===== config.mk =====
export PLATFORM = sky130hd
export DESIGN_NAME = vga_scan_controller
export DESIGN_NICKNAME = d
export VERILOG_FILES = /design/src/rtl/vga_scan_controller.sv
export SDC_FILE = /design/constraint.sdc
export NUM_CORES = 1
export LEC_CHECK = 0
export BUFFER_PORTS_ARGS = -buffer_cell sky130_fd_sc_hd__buf_2
export CAP_MARGIN = 10
export CORE_UTILIZATION = 25
export DETAILED_ROUTE_END_ITERATION = 8
export HOLD_SLACK_MARGIN = 0.1
export PLACE_DENSITY = 0.51
export SLEW_MARGIN = 20
export SYNTH_ARGS = -nofsm -noshare
export SYNTH_HDL_FRONTEND = slang
export SYNTH_SLANG_ARGS = --single-unit

===== constraint.sdc =====
create_clock -name clk -period 5.1 [get_ports clk]
set_input_delay 0 -clock clk [delete_from_list [all_inputs] [get_ports clk]]
set_output_delay 0 -clock clk [all_outputs]
set_load 0.1 [all_outputs]

===== src/rtl/vga_scan_controller.sv =====
// VGA scan controller: pixel-rate divider, nested x/y scan counters and
// registered sync / blanking / start-of-line / start-of-frame decode.
module vga_scan_controller #(
  parameter int unsigned H_ACTIVE = 640,
  parameter int unsigned H_FP     = 16,
  parameter int unsigned H_SYNC   = 96,
  parameter int unsigned H_BP     = 48,
  parameter int unsigned V_ACTIVE = 480,
  parameter int unsigned V_FP     = 10,
  parameter int unsigned V_SYNC   = 2,
  parameter int unsigned V_BP     = 33,
  parameter int unsigned DIV      = 4,
  parameter int unsigned HW       = 10,
  parameter int unsigned VW       = 10
) (
  input  logic          clk,
  input  logic          reset,
  input  logic          enable,
  output logic          pixel_tick,
  output logic [HW-1:0] x,
  output logic [VW-1:0] y,
  output logic          hsync,
  output logic          vsync,
  output logic          video_on,
  output logic          line_start,
  output logic          frame_start
);

  localparam int unsigned H_TOTAL    = H_ACTIVE + H_FP + H_SYNC + H_BP;
  localparam int unsigned V_TOTAL    = V_ACTIVE + V_FP + V_SYNC + V_BP;
  localparam int unsigned H_SYNC_BEG = H_ACTIVE + H_FP;
  localparam int unsigned H_SYNC_END = H_ACTIVE + H_FP + H_SYNC - 1;
  localparam int unsigned V_SYNC_BEG = V_ACTIVE + V_FP;
  localparam int unsigned V_SYNC_END = V_ACTIVE + V_FP + V_SYNC - 1;
  localparam int unsigned DW         = (DIV > 1) ? $clog2(DIV) : 1;

  logic [DW-1:0] div_q;
  logic [DW-1:0] div_d;
  logic [HW-1:0] x_d;
  logic [VW-1:0] y_d;
  logic          wrap_c;
  logic          hsync_d;
  logic          vsync_d;
  logic          video_on_d;
  logic          line_start_d;
  logic          frame_start_d;

  // Next-state of divider and scan counters; counters only move on divider wrap.
  always_comb begin
    wrap_c = enable && (div_q == DW'(DIV - 1));
    div_d  = div_q;
    x_d    = x;
    y_d    = y;
    if (enable) begin
      div_d = wrap_c ? '0 : div_q + DW'(1);
    end
    if (wrap_c) begin
      if (x == HW'(H_TOTAL - 1)) begin
        x_d = '0;
        y_d = (y == VW'(V_TOTAL - 1)) ? '0 : y + VW'(1);
      end else begin
        x_d = x + HW'(1);
      end
    end
  end

  // Window decode from next-state counters so registered flags line up with x/y.
  always_comb begin
    hsync_d       = !((x_d >= HW'(H_SYNC_BEG)) && (x_d <= HW'(H_SYNC_END)));
    vsync_d       = !((y_d >= VW'(V_SYNC_BEG)) && (y_d <= VW'(V_SYNC_END)));
    video_on_d    = (x_d < HW'(H_ACTIVE)) && (y_d < VW'(V_ACTIVE));
    line_start_d  = wrap_c && (x_d == '0);
    frame_start_d = wrap_c && (x_d == '0) && (y_d == '0);
  end

  // State and output registers; held values come through the next-state logic.
  always_ff @(posedge clk or negedge reset) begin
    if (!reset) begin
      div_q       <= '0;
      x           <= '0;
      y           <= '0;
      pixel_tick  <= 1'b0;
      line_start  <= 1'b0;
      frame_start <= 1'b0;
      hsync       <= 1'b1;
      vsync       <= 1'b1;
      video_on    <= 1'b1;
    end else begin
      div_q       <= div_d;
      x           <= x_d;
      y           <= y_d;
      pixel_tick  <= wrap_c;
      line_start  <= line_start_d;
      frame_start <= frame_start_d;
      hsync       <= hsync_d;
      vsync       <= vsync_d;
      video_on    <= video_on_d;
    end
  end

endmodule

# Word level (Yosys, flattened, before mapping)
# Index checks and enable logic that the tools add are counted.
# totals
out_inout_bits	26
regBits	28
# op_classes
n_mux	6
addsub	3
n_eq_ne	3
n_lt_le_gt_ge	6
n_reduce_logical	10
# op_table
op	n
two-way mux 10 bit	5
adder 10 x 1 -> 10 bit, second input constant	2
== test 10 bit, second input constant	2
zero test 10 bit	2
greater-or-equal comparator 10 bit, second input constant	1
greater-or-equal comparator 10 x 9 -> 1 bit, second input constant	1
<= comparator 10 bit, second input constant	1
<= comparator 10 x 9 -> 1 bit, second input constant	1
less-than comparator 10 bit, second input constant	1
less-than comparator 10 x 9 -> 1 bit, second input constant	1
logical AND 1 bit	6
adder 2 x 1 -> 2 bit, second input constant	1
== test 2 bit, second input constant	1
zero test 1 bit	2
two-way mux 2 bit	1

# Depth between registers and ports, before layout
# depth
depth_word	7
depth_mapped	10
mapped_depth_nobuf	8

# Worst setup path before layout
# No wires, ideal clock.
# synth_path
path_type	register to register
from	register x[0]
to	register frame_start
arrival_time_ns	2.969
setup_ns	0.094
t_required_ns	5.006
stages_incl_launch_ff	10
path_buffers	2
setup_slack_ns	2.037
path_cell_list	dfrtp_1 ha_1 and4_4 and4_1 buf_6 buf_12 nand4_4 xnor2_1 or3b_4 nor4b_4
# synth_lines
item	line	rtl
start, declared	20	output logic [HW-1:0] x,
start signal, assigned	80	x <= '0;
start signal, assigned	90	x <= x_d;
== test 10 bit	58	if (x == HW'(H_TOTAL - 1)) begin
two-way mux 10 bit	58	
two-way mux 10 bit	57	if (wrap_c) begin
via y_d[7]	40	logic [VW-1:0] y_d;
zero test 10 bit	73	frame_start_d = wrap_c && (x_d == '0) && (y_d == '0);
logical AND 1 bit	73	
via frame_start_d	46	logic frame_start_d;
end signal, assigned	94	frame_start <= frame_start_d;
end, declared	26	output logic frame_start
# The timed path passes the listed nets, and every way through them passes these cells.
# A chain may end at the register's enable or synchronous reset.

# Worst setup path after layout
# layout_path
from	register x[0]
to	register vsync
# layout_via
elab_chain_cells	6
# layout_rtl
item	line	rtl
== test 10 bit *	58	
two-way mux 10 bit *	58	
two-way mux 10 bit *	57	
via y_d[6]	40	
greater-or-equal comparator 10 x 9 -> 1 bit or <= comparator 10 x 9 -> 1 bit (tied branches)	70	vsync_d = !((y_d >= VW'(V_SYNC_BEG)) && (y_d <= VW'(V_SYNC_END)));
logical AND 1 bit *	70	
zero test 1 bit *	70	
via vsync_d	43	logic vsync_d;
end signal, assigned	96	vsync <= vsync_d;
end, declared	23	output logic vsync,
# Mark *: on every way through the listed nets, which the timed path passes. The rest lies on a longest branch.

==> results.md <==
- Run status: finished clean
- Instance area at placement: 0.00183 sq mm
- Worst hold path type: in2async
- Arrival time of data at the critical path endpoint: 3.02 ns
- Warning count from the yosys run: 0
- Number of library cell types mapped by synthesis: 56
- Clock tree from TritonCTS: built
- Ports: 29
- Via count of the first global-routing pass: 1259
- Data required time at the worst endpoint: 5.30 ns
- Clock-pin slew of the registers on the worst-case setup and hold paths: 0.10 ns
- Total of flip-flops plus latches after synthesis: 28
- Post-Layout Inst Area: 0.00192 sq mm
- Cell accounting for the most synthesized area: dfrtp_1
- Routed wirelength normalized by instance count: 13.8 um
- GRT Overall Usage: 11.5%
- Die ar.: 0.00695 sq mm
- Clock skew after layout: 0.00658 ns
- Setup repair after global routing missed its margin: false
- Largest buffer count on any clock path: 2
- Number of antenna violations at the first check in global routing: 0
- EDFF count, synth: 0
- # nets final: 197
- Total count of max-transition violations in the final report: 0
- Area contributors post-synth: dfrtp_1 38%, dfstp_2 4.8%, o21ai_0 3.6%, nand2_1 3.4%, ha_1 3.0%
- Setup Slack @ Placement: 2.30 ns
- Starting density of the core: 25.9%
- Y dimension of the die: 83.4 um
- Final Instance Count excl. Fillers: 266
- Share of cells above drive strength 1: 30.2%
- Vias after detailed routing: 1296
- Inserted Clock Buffers: 3
- Fin crit share: 55.2%
- Post-synth top flop: dfrtp_1
- Cell count after placement: 260
- First-pass GRT wire length: 6480 um
- Depth of the most critical reg-to-reg path: 7
- Power density over cell area: 354 mW/mm^2
- Sum of routed wire length over all layers: 3680 um
- Post-CTS repair timing setup buffer count: 0
- Average cell area after synthesis: 10.3 sq um
- Sequential element share of the synthesized area: 42.6%
- Buffers on Ports: 28
- Final count of hold timing violations: 0
- Worst Setup Slack, final: 2.29 ns
- CTS sink count: 28
- CTS HTree Levels: 1
- Tmin final: 2.81 ns
- Worst setup EP type: flop
- Slowest Stage Delay on Critical Path: 0.63 ns
- CTS hold repair buffers: 2
- Area taken by flip-flops and latches: 704 sq um
- Setup TNS after final layout: 0 ns
- Classification of the worst setup path: reg2reg
- Least-Margin Pin Slew: 0.653 ns
- Gpl congestion: 0.822
- Maximum clock frequency: 355 MHz
- Startpoint type of the worst setup path: flop
- Slowest cell on the critical path: and4_1
- Share of the synthesized area in the top cell type: 37.8%
- Highest-count cells in the layout ignoring fill and taps: 28 x buf_2, 25 x dfrtp_1, 15 x nand2_1
- Summed instance area of the synthesized netlist: 0.00166 sq mm
- Post-route antenna net violation count: 0
- Leak Pwr: 0.898 nW
- Horizontal die dimension: 83.4 um
- Clock insertion delay at the later pin of the skew report: 0.28 ns
- Number of violations of the max-capacitance limit: 0
- Core Region: 0.00639 sq mm
- Pin count of the biggest net entering global routing: 29
- Residual DRC: 0
- Placed wire-length estimate after detailed placement: 2690 um
- Post-CTS Resized: 0
- Congestion Overflow GR: 0
- CP Cell Sequence: ha_1 -> and4_4 -> and4_1 -> nand2_2 -> o31ai_2 -> nand4_1 -> or4_1
- Relative slew slack: 56.4%
- Antenna fix cells: 0
- Number of cell rows: 29
- CTS Root Cell: clkbuf_8
- Largest vdd supply drop: 0.000335 V
- Gate count of the mapped netlist: 161
- Via density: 4.87
- Most frequent standard cell in the layout excluding fill and tap cells: buf_2
- Drt first-iter violations: 62
- Area delta synth->final: 16.1%
- Maximum fanout along the worst path: 14
- Number of iterations in the first detailed-routing pass: 4
- # fillers: 670
- Fraction of registers with async set/reset: 100%
- Syn Nets: 168
- Setup violators final: 0
- Combined area of the multi-input logic cells: 860 sq um
- Final design utilization: 30.1%
-- where the power goes --
| part | internal [mW] | switching (mW) | leakage [nW] |
|---|---|---|---|
| clock network | 0.105 | 0.0736 | 0.0357 |
| registers | 0.245 | 0.0331 | 0.366 |
| logic | 0.0567 | 0.167 | 0.496 |
-- Yosys cell counts, drive strengths merged, types with 2 or more instances --
library cell and n:
or4 4, nand2 18, and4 2, inv 8, nor3 5, and3b 2, buf 5, o31ai 2
or3 3, nor2 8, dfrtp 25, nand4 10, o21ai 12, xor2 5, a31oi 2, ha 4
and4bb 2, a21o 2, xnor2 5, mux2 2, nand3 8, dfstp 3, a21oi 5, and3 2
-- metrics by stage --
stage | hold WS (ns) | power [mW]
2_1_floorplan | -0.296 | 0.469
3_3_place_gp | 0.0714 | 0.506
3_5_place_dp | 0.0818 | 0.505
4_1_cts | 0.298 | 0.690
5_1_grt | 0.342 | 0.720
6_report | 0.277 | 0.680
-- kinds of logic after synthesis --
logic type	Yosys count	share of synthesized area, %
buf+inv	14	5.52
flops	28	42.6
fa+ha+maj	4	3.02
compound gates	29	11.3
xor+xnor	10	6.42
simple gates	74	29.8
mux	2	1.36
-- cell type report --
| cell class | instances | area share [%] |
|---|---|---|
| Tap cell | 77 | 5.01 |
| Timing Repair Buffer | 30 | 8.33 |
| Clock buffer | 3 | 2.15 |
| Clock inverter | 1 | 1.56 |
| Inverter | 8 | 1.56 |
| Sequential cell | 28 | 36.7 |
| Multi-Input combinational cell | 119 | 44.7 |
-- worst max-delay path: cells and delay by family, from the launching register on --
family / cells / cell delay [ns]
flops: 1 / 0.50
simple gates: 5 / 1.65
compound gates: 1 / 0.28
fa+ha+maj: 1 / 0.30
-- metal layers --
metal / global-route usage (%) / routed length [um] / vias to the layer above / share of wire, %
met2: 17.8 / 1650 / 25 / 45
li1: - / - / 645 / -
met4: 2.82 / 23 / 0 / 0.62
met1: 16.7 / 1890 / 624 / 51
met5: 0 / 0 / - / 0
met3: 1.79 / 117 / 2 / 3.2
-- registers in the layout, indices dropped and copies added (netlist names) --
signal,count
div_q,2
frame_start,1
hsync,1
line_start,1
pixel_tick,1
video_on,1
vsync,1
x,10
y,10
-- path summary, 6_finish.rpt --
check | from | endpoint | slack (ns)
max in group asynchronous | reset | x[4] | 4.40
max reg2reg | x[0] | vsync | 2.29
min in group clk | div_q[1] | div_q[1] | 0.52
max | x[0] | vsync | 2.29
min reg2reg | div_q[1] | div_q[1] | 0.52
min | reset | y[5] | 0.28
No activity file was read; power rests on OpenSTA's default activity.
